$ cat config.mk
export PLATFORM = sky130hd
export DESIGN_NAME = shift_matrix
export DESIGN_NICKNAME = d
export VERILOG_FILES = /design/src/rtl/max7219_pkg.sv /design/src/rtl/shift_row.sv /design/src/rtl/shift_matrix.sv
export SDC_FILE = /design/constraint.sdc
export NUM_CORES = 1
export LEC_CHECK = 0
export ABC_AREA = 1
export BUFFER_PORTS_ARGS = -buffer_cell sky130_fd_sc_hd__buf_2
export CAP_MARGIN = 20
export CORE_UTILIZATION = 40
export DETAILED_ROUTE_END_ITERATION = 8
export PLACE_DENSITY = 0.69
export SETUP_SLACK_MARGIN = 0.05
export SLEW_MARGIN = 0
export SYNTH_ARGS = -nofsm -noshare
export SYNTH_HDL_FRONTEND = slang
export SYNTH_SLANG_ARGS = --single-unit
$ cat constraint.sdc
create_clock -name clk -period 1.16 [get_ports clk]
set_input_delay 0.232 -clock clk [delete_from_list [all_inputs] [get_ports clk]]
set_output_delay 0.232 -clock clk [all_outputs]
set_load 0.02 [all_outputs]
$ cat src/rtl/max7219_pkg.sv
// max7219_pkg: shift modes and FSM state encodings shared by the shift matrix.
package max7219_pkg;
  typedef enum logic [1:0] {SHL_FILL = 2'd0, SHR_FILL = 2'd1, ROTL = 2'd2, ROTR = 2'd3} mode_t;
  typedef enum logic [1:0] {IDLE = 2'd0, RUN = 2'd1, DONE = 2'd2} state_t;
endpackage

$ cat src/rtl/shift_row.sv
// shift_row: one matrix row with parallel load and a single-step shift/rotate.
module shift_row
  import max7219_pkg::*;
#(
  parameter int COLS = 8
) (
  input  logic            clk,
  input  logic            rst_n,
  input  mode_t           mode,
  input  logic            fill,
  input  logic            en,
  input  logic            load,
  input  logic [COLS-1:0] load_val,
  output logic [COLS-1:0] row,
  output logic            exit_bit
);
  logic            in_bit;
  logic [COLS-1:0] nxt;
  // mode[0] picks direction, mode[1] makes the exiting bit re-enter (rotate)
  always_comb begin
    exit_bit = mode[0] ? row[0] : row[COLS-1];
    in_bit   = mode[1] ? exit_bit : fill;
    nxt      = mode[0] ? {in_bit, row[COLS-1:1]} : {row[COLS-2:0], in_bit};
  end
  always_ff @(posedge clk or negedge rst_n)
    if (!rst_n) row <= '0;
    else if (load) row <= load_val;
    else if (en) row <= nxt;
endmodule

$ cat src/rtl/shift_matrix.sv
// shift_matrix: ROWSxCOLS pixel image shifted/rotated a commanded number of ticks.
module shift_matrix
  import max7219_pkg::*;
#(
  parameter int ROWS  = 8,
  parameter int COLS  = 8,
  parameter int CNT_W = 8
) (
  input  logic                 clk,
  input  logic                 rst_n,
  input  logic                 tick,
  input  logic                 start,
  input  logic                 stop,
  input  logic [1:0]           mode,
  input  logic [CNT_W-1:0]     steps,
  input  logic [ROWS-1:0]      d,
  input  logic                 load,
  input  logic [ROWS*COLS-1:0] load_data,
  output logic                 busy,
  output logic                 done,
  output logic [ROWS-1:0]      ex,
  output logic [ROWS*COLS-1:0] out
);
  state_t          state, state_n;
  mode_t           mode_q;
  logic [CNT_W-1:0] rem;
  logic            step, load_en, go;
  logic [ROWS-1:0] exits;
  assign load_en = state == IDLE && load;
  assign go      = state == IDLE && start && !load;
  assign step    = state == RUN && tick && !stop;
  always_comb
    state_n = state == IDLE ? (go ? (steps == '0 ? DONE : RUN) : IDLE) :
              state == RUN  ? (stop ? IDLE : (tick && rem == CNT_W'(1)) ? DONE : RUN) :
              IDLE;
  always_ff @(posedge clk or negedge rst_n)
    if (!rst_n) begin
      state  <= IDLE;
      mode_q <= SHL_FILL;
      rem    <= '0;
      ex     <= '0;
      busy   <= 1'b0;
      done   <= 1'b0;
    end else begin
      state <= state_n;
      busy  <= state_n == RUN;
      done  <= state_n == DONE;
      if (go) begin
        mode_q <= mode_t'(mode);
        rem    <= steps;
      end else if (step) rem <= rem - 1'b1;
      if (step) ex <= exits;
    end
  for (genvar r = 0; r < ROWS; r++) begin : g_row
    shift_row #(.COLS(COLS)) u_row (
      .clk      (clk),
      .rst_n    (rst_n),
      .mode     (mode_q),
      .fill     (d[r]),
      .en       (step),
      .load     (load_en),
      .load_val (load_data[r*COLS +: COLS]),
      .row      (out[r*COLS +: COLS]),
      .exit_bit (exits[r])
    );
  end
endmodule

==> flow_results.xml, run 1 <==
<?xml version="1.0" encoding="UTF-8"?>
<metrics>
  <group name="logic_synthesis">
    <metric name="synth.top_cells.by_count" unit="">sky130_fd_sc_hd__nand2_1, sky130_fd_sc_hd__dfrtp_1, sky130_fd_sc_hd__nand3_1</metric>
    <metric name="yosys-top-cells-area" unit="">sky130_fd_sc_hd__dfrtp_1, sky130_fd_sc_hd__nand2_1, sky130_fd_sc_hd__o211ai_2</metric>
    <metric name="synth_largest_type_area_fraction" unit="%">39.6</metric>
    <metric name="synth-xor-area-share" unit="%">0.161</metric>
    <metric name="synth-compound-area-share" unit="%">11.6</metric>
    <metric name="asyncSetResetFlopFracSynth" unit="%">100</metric>
    <metric name="synth_cells" unit="">762</metric>
    <metric name="mappedNetlistNets" unit="">852</metric>
    <metric name="count_of_cell_types_in_the_netlist" unit="">30</metric>
    <metric name="multiplexer_share_of_the_synthesized_area" unit="%">0</metric>
    <metric name="synth_top_family_by_area" unit="">simple AND/OR/NAND/NOR gates</metric>
    <metric name="ys_warn_count" unit="">0</metric>
    <metric name="ys_seq_elements" unit="">86</metric>
    <metric name="synthSimpleGateAreaFrac" unit="%">38.6</metric>
    <metric name="post_synth_instance_area" unit="um2">5430</metric>
    <metric name="synth_edf_count" unit="">0</metric>
    <metric name="syn_avg_cell_area" unit="um2">7.12</metric>
    <metric name="synth_sequential_area_ratio" unit="%">39.6</metric>
    <metric name="synthDominantAreaCellType" unit="">sky130_fd_sc_hd__dfrtp_1</metric>
    <metric name="yosys.area_share.adder" unit="%">0.461</metric>
    <metric name="ys.flop_type" unit="">sky130_fd_sc_hd__dfrtp_1</metric>
    <metric name="most_common_cell_in_the_netlist" unit="">sky130_fd_sc_hd__nand2_1</metric>
  </group>
  <group name="die">
    <metric name="floorplan.initialDensity" unit="%">41.0</metric>
    <metric name="dieHeight" unit="um">119</metric>
    <metric name="row_count" unit="">42</metric>
    <metric name="core_area" unit="um2">13200</metric>
    <metric name="chipWidth" unit="um">119</metric>
    <metric name="fp.dieArea" unit="um2">14000</metric>
    <metric name="top_level_ports" unit="">162</metric>
  </group>
  <group name="detailed_routing">
    <metric name="firstDrtPassIters" unit="">5</metric>
    <metric name="vias_per_cell" unit="">5.11</metric>
    <metric name="route.antenna.remaining_nets" unit="">0</metric>
    <metric name="first_iter_violations" unit="">614</metric>
    <metric name="vias" unit="">6251</metric>
    <metric name="drc" unit="">0</metric>
    <metric name="avgRoutedWirePerCell" unit="um">16.0</metric>
    <metric name="wl" unit="um">19600</metric>
  </group>
  <group name="clock_tree">
    <metric name="cts.sink_count" unit="">86</metric>
    <metric name="cts.path.max_buffers" unit="">2</metric>
    <metric name="worst_skew_pair.late_latency" unit="ns">0.35</metric>
    <metric name="root_buffer" unit="">sky130_fd_sc_hd__clkbuf_16</metric>
    <metric name="h-tree-depth" unit="">3</metric>
    <metric name="cts_buffers" unit="">9</metric>
    <metric name="cts_tree" unit="">yes</metric>
    <metric name="clk_pin_slew_worst_paths" unit="ns">0.07</metric>
  </group>
  <group name="worst_setup_path">
    <metric name="criticalPathCategory" unit="">reg2reg</metric>
    <metric name="crit_arrival" unit="ns">1.65</metric>
    <metric name="critical_path_peak_fanout" unit="">8</metric>
    <metric name="setup.worst_path.start" unit="">state[0]</metric>
    <metric name="worst-r2r-cell-count" unit="">7</metric>
    <metric name="worst_r2r_startpoint" unit="">state[0]</metric>
    <metric name="critPathRequiredTime" unit="ns">1.39</metric>
    <metric name="crit_path_end_kind" unit="">register</metric>
    <metric name="setup.worst_path.start_class" unit="">register</metric>
  </group>
  <group name="timing">
    <metric name="final_setup_slack_of_the_worst_path" unit="ns">-0.256</metric>
    <metric name="clock.fmax" unit="MHz">706</metric>
    <metric name="max_slew.worst_pin.slew" unit="ns">0.272</metric>
    <metric name="timing.final.crit_period" unit="ns">1.42</metric>
    <metric name="worst_clock_skew" unit="ns">0.00693</metric>
    <metric name="grt_setup_unrepaired" unit="">true</metric>
    <metric name="setup-violations-final" unit="">88</metric>
    <metric name="hold_violations" unit="">0</metric>
    <metric name="relSlewSlack" unit="%">81.8</metric>
    <metric name="holdWs" unit="ns">0.0995</metric>
    <metric name="final.period_utilization" unit="%">122</metric>
    <metric name="timing.final.max_slew_violations" unit="">0</metric>
    <metric name="setup-tns-final" unit="ns">-15.14</metric>
  </group>
  <group name="layout">
    <metric name="finalCoreUtilization" unit="%">66.7</metric>
    <metric name="layout_fillers" unit="">1093</metric>
    <metric name="final_nets" unit="">1130</metric>
    <metric name="share_of_cells_above_drive_strength_1" unit="%">45.2</metric>
    <metric name="area_delta_synth_final" unit="%">62.8</metric>
  </group>
  <group name="grt">
    <metric name="grt_remaining_overflow" unit="">0</metric>
    <metric name="grt_max_degree" unit="">35</metric>
    <metric name="grt.total_usage" unit="%">27.1</metric>
    <metric name="grt_antenna_before_repair" unit="">2</metric>
    <metric name="grt_first_pass_wirelength" unit="um">29800</metric>
    <metric name="first_global_vias" unit="">5883</metric>
  </group>
  <group name="power">
    <metric name="net-switching-power" unit="mW">7.14</metric>
    <metric name="pwr-share-comb" unit="%">55.8</metric>
    <metric name="clock_power_share" unit="%">17.2</metric>
    <metric name="cellPowerDensity" unit="nW/um2">1980</metric>
    <metric name="pwr-share-seq" unit="%">27.0</metric>
    <metric name="internal_power" unit="mW">10.4</metric>
    <metric name="power.ir.vdd_worst" unit="V">0.000894</metric>
    <metric name="leakage" unit="nW">4.81</metric>
    <metric name="power.share.switching" unit="%">40.7</metric>
  </group>
  <group name="min_path">
    <metric name="hold-path-cell-count" unit="">3</metric>
    <metric name="worstHoldStart" unit="">mode[1]</metric>
    <metric name="min_path_type" unit="">in2reg</metric>
  </group>
  <group name="placed_design">
    <metric name="gp_congestion" unit="">0.826</metric>
    <metric name="port_buffers" unit="">161</metric>
    <metric name="dpl_hpwl" unit="um">12400</metric>
  </group>
  <group name="run">
    <metric name="maxCapViolations" unit="">0</metric>
  </group>
  <group name="status">
    <metric name="failed_checks" unit="">negative setup slack</metric>
    <metric name="result_of_the_run" unit="">finished with violations</metric>
  </group>
</metrics>
[layout make-up]
| class | instances | area, um2 | area share, % |
|---|---|---|---|
| Sequential cell | 86 | 2160 | 24.4 |
| Inverter | 47 | 204 | 2.31 |
| Clock inverter | 6 | 61.3 | 0.694 |
| Timing Repair Buffer | 312 | 2820 | 31.9 |
| Antenna cell | 2 | 5.00 | 0.0566 |
| Clock buffer | 10 | 239 | 2.70 |
| Tap cell | 176 | 220 | 2.49 |
| Multi-Input combinational cell | 584 | 3130 | 35.4 |
[stage by stage]
step / worst slack (ns) / total power, mW / std cells / cell area [um2]
6_report: -0.256 / 17.5 / 1223 / 8840
5_1_grt: -0.293 / 18.5 / 1222 / 8830
4_1_cts: -0.218 / 16.6 / 1204 / 8260
3_5_place_dp: -0.207 / 11.2 / 1118 / 6780
3_3_place_gp: -0.184 / 11.1 / 1118 / 6780
2_1_floorplan: -0.0976 / 8.74 / 762 / 5490
[flip-flops by register name, indices dropped and copies added (netlist names)]
register	cells
done	1
ex	8
state	2
mode_q	2
g_row.u_row.row	64
rem	8
busy	1
[power groups by stage]
stage	Combinational (mW)	Sequential, mW	Clock [mW]
2_1_floorplan	3.04	5.70	0
3_3_place_gp	6.20	4.91	0
3_5_place_dp	6.32	4.91	0
4_1_cts	8.88	4.69	3.05
5_1_grt	10.5	4.83	3.16
6_report	9.79	4.73	3.01
[cells in the final DEF (no fill, tap or decap), types with 3 or more instances in the layout]
| cell type | instances |
|---|---|
| sky130_fd_sc_hd__o21ai_1 | 6 |
| sky130_fd_sc_hd__o211ai_2 | 35 |
| sky130_fd_sc_hd__nand2_1 | 317 |
| sky130_fd_sc_hd__dfrtp_2 | 4 |
| sky130_fd_sc_hd__nor2_1 | 25 |
| sky130_fd_sc_hd__nand3_1 | 67 |
| sky130_fd_sc_hd__nand2_4 | 20 |
| sky130_fd_sc_hd__inv_1 | 40 |
| sky130_fd_sc_hd__buf_8 | 4 |
| sky130_fd_sc_hd__buf_2 | 86 |
| sky130_fd_sc_hd__nand2_2 | 55 |
| sky130_fd_sc_hd__or2_2 | 5 |
| sky130_fd_sc_hd__buf_16 | 3 |
| sky130_fd_sc_hd__nand3_2 | 13 |
| sky130_fd_sc_hd__a22oi_1 | 5 |
| sky130_fd_sc_hd__buf_12 | 17 |
| sky130_fd_sc_hd__o21ai_0 | 15 |
| sky130_fd_sc_hd__dfrtp_1 | 82 |
| sky130_fd_sc_hd__buf_4 | 113 |
| sky130_fd_sc_hd__clkinv_2 | 3 |
| sky130_fd_sc_hd__buf_6 | 84 |
| sky130_fd_sc_hd__clkbuf_16 | 13 |
| sky130_fd_sc_hd__a21oi_1 | 7 |
[cell families (layout without fill, tap and decap cells)]
family	after synthesis	in the layout
compound gates	70	70
xor+xnor	1	1
fa+ha+maj	2	2
buf+inv	92	375
flops	86	86
other cells	0	2
simple gates	511	511
[layer usage]
metal,GRT usage [%],share of wire [%],vias to the layer above
met5,0,0,-
met4,10.8,2.5,0
met3,4.83,7.5,39
met2,43.8,48,311
met1,35.9,42,2922
li1,-,-,2979
[worst max-delay path, cell delays in order, from the launching register on]
cell,delay (ns)
sky130_fd_sc_hd__dfrtp_2,0.43
sky130_fd_sc_hd__nor2_4,0.19
sky130_fd_sc_hd__nand2_8,0.13
sky130_fd_sc_hd__nand2_8,0.16
sky130_fd_sc_hd__inv_12,0.07
sky130_fd_sc_hd__clkbuf_16,0.18
sky130_fd_sc_hd__nand2_2,0.06
sky130_fd_sc_hd__nand2_1,0.06
[worst paths after layout]
path	end	slack, ns
setup reg to reg	g_row[3].u_row.row[1]	-0.26
setup / recovery	g_row[3].u_row.row[1]	-0.26
hold / removal	mode_q[1]	0.1
hold reg to reg	ex[4]	0.52
max in group asynchronous	mode_q[0]	0.35
min in group asynchronous	g_row[3].u_row.row[3]	0.30
[what timing repair did]
item,CTS,global route
cloned,3,5
resized for setup,184,114
pin swaps,12,14
buffers inserted,66,12
endpoints found under the hold margin,12,0
hold buffers,1,0
endpoints found under the setup margin,160,160
Power figures use the tool's default switching activity.
==> run 2: changes to the inputs <==
- BUFFER_PORTS_ARGS: -buffer_cell sky130_fd_sc_hd__buf_2 -> not set
- DONT_BUFFER_PORTS: not set -> 1
- PLACE_DENSITY: 0.69 -> 0.58
==> flow_results.xml, run 2 (same netlist as run 1, synthesis figures left out) <==
<?xml version="1.0" encoding="UTF-8"?>
<metrics>
  <group name="worst_setup_path">
    <metric name="crit_path_end_kind" unit="">register</metric>
    <metric name="critical_path.top_delay_family" unit="">simple AND/OR/NAND/NOR gates</metric>
    <metric name="crit_arrival" unit="ns">1.62</metric>
    <metric name="slowest_stage_delay_cp" unit="ns">0.43</metric>
    <metric name="timing.critical_path.buf_inv" unit="">2</metric>
    <metric name="critPathRequiredTime" unit="ns">1.40</metric>
    <metric name="critical_path_peak_fanout" unit="">13</metric>
    <metric name="criticalPathCategory" unit="">reg2reg</metric>
    <metric name="critPathSlowestCell" unit="">sky130_fd_sc_hd__dfrtp_1</metric>
    <metric name="setup.worst_path.start_class" unit="">register</metric>
    <metric name="timing.critical_path.cells" unit="">nor2_4 &gt; nand2_8 &gt; nand2_8 &gt; inv_8 &gt; clkbuf_16 &gt; nand2_1 &gt; nand2_1</metric>
  </group>
  <group name="placed_design">
    <metric name="numPlacedInstances" unit="">997</metric>
    <metric name="port_buffers" unit="">0</metric>
    <metric name="dpl_hpwl" unit="um">11500</metric>
    <metric name="gp_congestion" unit="">0.815</metric>
  </group>
  <group name="detailed_routing">
    <metric name="drc" unit="">0</metric>
    <metric name="first_iter_violations" unit="">349</metric>
    <metric name="route.antenna.remaining_nets" unit="">0</metric>
    <metric name="m1WireLength" unit="um">7870</metric>
    <metric name="vias_per_cell" unit="">5.26</metric>
    <metric name="wl" unit="um">18400</metric>
    <metric name="wl_met3" unit="um">1350</metric>
    <metric name="maxUsedRoutingLayer" unit="">met4</metric>
    <metric name="met2RoutedLength" unit="um">8800</metric>
    <metric name="avgRoutedWirePerCell" unit="um">17.2</metric>
    <metric name="firstDrtPassIters" unit="">5</metric>
    <metric name="vias" unit="">5611</metric>
  </group>
  <group name="clock_tree">
    <metric name="root_buffer" unit="">sky130_fd_sc_hd__clkbuf_16</metric>
    <metric name="cts.sink_count" unit="">86</metric>
    <metric name="worst_skew_pair.late_latency" unit="ns">0.35</metric>
    <metric name="h-tree-depth" unit="">3</metric>
    <metric name="clk_pin_slew_worst_paths" unit="ns">0.06</metric>
    <metric name="cts_buffers" unit="">9</metric>
    <metric name="cts_tree" unit="">yes</metric>
    <metric name="cts.path.max_buffers" unit="">2</metric>
  </group>
  <group name="layout">
    <metric name="area.sequential" unit="um2">2160</metric>
    <metric name="reg_top3" unit="">g_row.u_row.row x64, ex x8, rem x8</metric>
    <metric name="largest_register_ffs" unit="">64</metric>
    <metric name="layoutNonFillerInstCount" unit="">1067</metric>
    <metric name="final_nets" unit="">976</metric>
    <metric name="share_of_cells_above_drive_strength_1" unit="%">30.3</metric>
    <metric name="layout_fillers" unit="">1218</metric>
    <metric name="area_taken_by_multi_input_logic_gates" unit="um2">2930</metric>
    <metric name="area_delta_synth_final" unit="%">40.4</metric>
    <metric name="mostFrequentLayoutCell" unit="">sky130_fd_sc_hd__nand2_1</metric>
    <metric name="mostFrequentLayoutCells" unit="">sky130_fd_sc_hd__nand2_1, sky130_fd_sc_hd__dfrtp_1, sky130_fd_sc_hd__buf_4, sky130_fd_sc_hd__nand3_1, sky130_fd_sc_hd__buf_6</metric>
    <metric name="largest-register" unit="">g_row.u_row.row</metric>
  </group>
  <group name="grt">
    <metric name="first_global_vias" unit="">5569</metric>
    <metric name="grt_remaining_overflow" unit="">0</metric>
    <metric name="grt_first_pass_wirelength" unit="um">27900</metric>
    <metric name="grt_max_degree" unit="">87</metric>
    <metric name="grt.total_usage" unit="%">25.3</metric>
    <metric name="grt_antenna_before_repair" unit="">1</metric>
  </group>
  <group name="power">
    <metric name="leakage" unit="nW">4.00</metric>
    <metric name="power.ir.vdd_worst" unit="V">0.000922</metric>
    <metric name="pwr-share-seq" unit="%">33.2</metric>
    <metric name="power.share.switching" unit="%">40.4</metric>
    <metric name="internal_power" unit="mW">9.46</metric>
    <metric name="pwr-share-comb" unit="%">46.5</metric>
    <metric name="clock_power_share" unit="%">20.3</metric>
    <metric name="net-switching-power" unit="mW">6.42</metric>
    <metric name="cellPowerDensity" unit="nW/um2">2080</metric>
  </group>
  <group name="timing">
    <metric name="clock.fmax" unit="MHz">720</metric>
    <metric name="final.period_utilization" unit="%">120</metric>
    <metric name="worst_clock_skew" unit="ns">0.00606</metric>
    <metric name="grt_setup_unrepaired" unit="">true</metric>
    <metric name="setup-violations-final" unit="">87</metric>
    <metric name="final_setup_slack_of_the_worst_path" unit="ns">-0.229</metric>
    <metric name="max_slew.worst_pin.slew" unit="ns">0.308</metric>
    <metric name="timing.final.max_slew_violations" unit="">0</metric>
    <metric name="hold_violations" unit="">86</metric>
    <metric name="timing.final.crit_period" unit="ns">1.39</metric>
    <metric name="holdWs" unit="ns">-0.422</metric>
    <metric name="relSlewSlack" unit="%">79.5</metric>
  </group>
  <group name="die">
    <metric name="dieHeight" unit="um">119</metric>
    <metric name="floorplan.initialDensity" unit="%">41.0</metric>
    <metric name="top_level_ports" unit="">162</metric>
    <metric name="fp.dieArea" unit="um2">14000</metric>
    <metric name="core_area" unit="um2">13200</metric>
    <metric name="chipWidth" unit="um">119</metric>
    <metric name="row_count" unit="">42</metric>
  </group>
  <group name="status">
    <metric name="result_of_the_run" unit="">finished with violations</metric>
    <metric name="failed_checks" unit="">negative hold slack, negative setup slack</metric>
  </group>
  <group name="min_path">
    <metric name="min_path_type" unit="">in2async</metric>
  </group>
  <group name="run">
    <metric name="maxCapViolations" unit="">0</metric>
  </group>
</metrics>
-- run 2: changes by cell type in the layout (fill, tap and decap cells not counted), sizes merged --
cell | before | now
diode | 2 | 1
buf | 307 | 150
clkinvlp | 1 | 0
clkbuf | 14 | 19
inv | 47 | 46
clkinv | 4 | 3
dlygate4sd3 | 1 | 0
bufinv | 1 | 2
-- run 2: metal layers --
metal	global-route usage [%]	vias up
li1	-	2668
met1	32.5	2695
met2	42.0	225
met3	5.16	23
met4	9.49	0
met5	0	-
-- run 2: through the flow --
step | power, mW | worst slack, ns | area (um2) | setup TNS [ns] | utilization (%)
final | 15.9 | -0.229 | 7620 | -15.51 | 57.6
after floorplan | 8.74 | -0.0976 | 5490 | -5.50 | -
after global placement | 10.8 | -0.182 | 6310 | -10.56 | 47.7
after CTS | 15.3 | -0.206 | 7160 | -13.58 | 54.1
after detailed placement | 11.0 | -0.204 | 6310 | -13.52 | 47.7
after global routing | 16.8 | -0.300 | 7620 | -21.49 | 57.6
-- run 2: area by class of cell --
| class | count | area share [%] |
|---|---|---|
| clock buffer | 11 | 3.31 |
| antenna | 1 | 0.0328 |
| tap | 176 | 2.89 |
| inverter | 47 | 2.64 |
| multi-input combinational | 584 | 38.4 |
| clock inverter | 4 | 0.919 |
| sequential | 86 | 28.4 |
| timing repair buffer | 158 | 23.5 |
-- run 2: power groups by stage --
stage	logic [mW]	clock network (mW)	registers [mW]
6_report	7.38	3.23	5.26
3_5_place_dp	5.66	0	5.36
2_1_floorplan	3.04	0	5.70
5_1_grt	8.05	3.37	5.39
3_3_place_gp	5.51	0	5.33
4_1_cts	6.76	3.27	5.23
-- run 2: path summary, 6_finish.rpt --
kind / from / endpoint / slack, ns / depth (start not counted)
min reg2reg: rem[1] / rem[1] / 0.53 / 2
min in group clk: steps[2] / rem[2] / 0.01 / 2
max in group asynchronous: rst_n / g_row[5].u_row.row[6] / 1.45 / 0
max reg2reg: state[1] / g_row[5].u_row.row[2] / -0.23 / 7
max: state[1] / g_row[5].u_row.row[2] / -0.23 / 7
min: rst_n / g_row[7].u_row.row[3] / -0.42 / 0
-- run 2: what timing repair did --
item	CTS	global route
setup buffers	35	8
gates resized for setup	62	51
cloned	1	10
hold endpoints to repair	86	86
pin swaps	4	11
endpoints found under the setup margin	131	134
-- run 2: worst reg2reg max path, cell delays in order, from the launching register on --
cell                        delay (ns)
sky130_fd_sc_hd__dfrtp_1          0.43
sky130_fd_sc_hd__nor2_4           0.18
sky130_fd_sc_hd__nand2_8          0.14
sky130_fd_sc_hd__nand2_8          0.15
sky130_fd_sc_hd__inv_8            0.08
sky130_fd_sc_hd__clkbuf_16        0.18
sky130_fd_sc_hd__nand2_1          0.07
sky130_fd_sc_hd__nand2_1          0.05
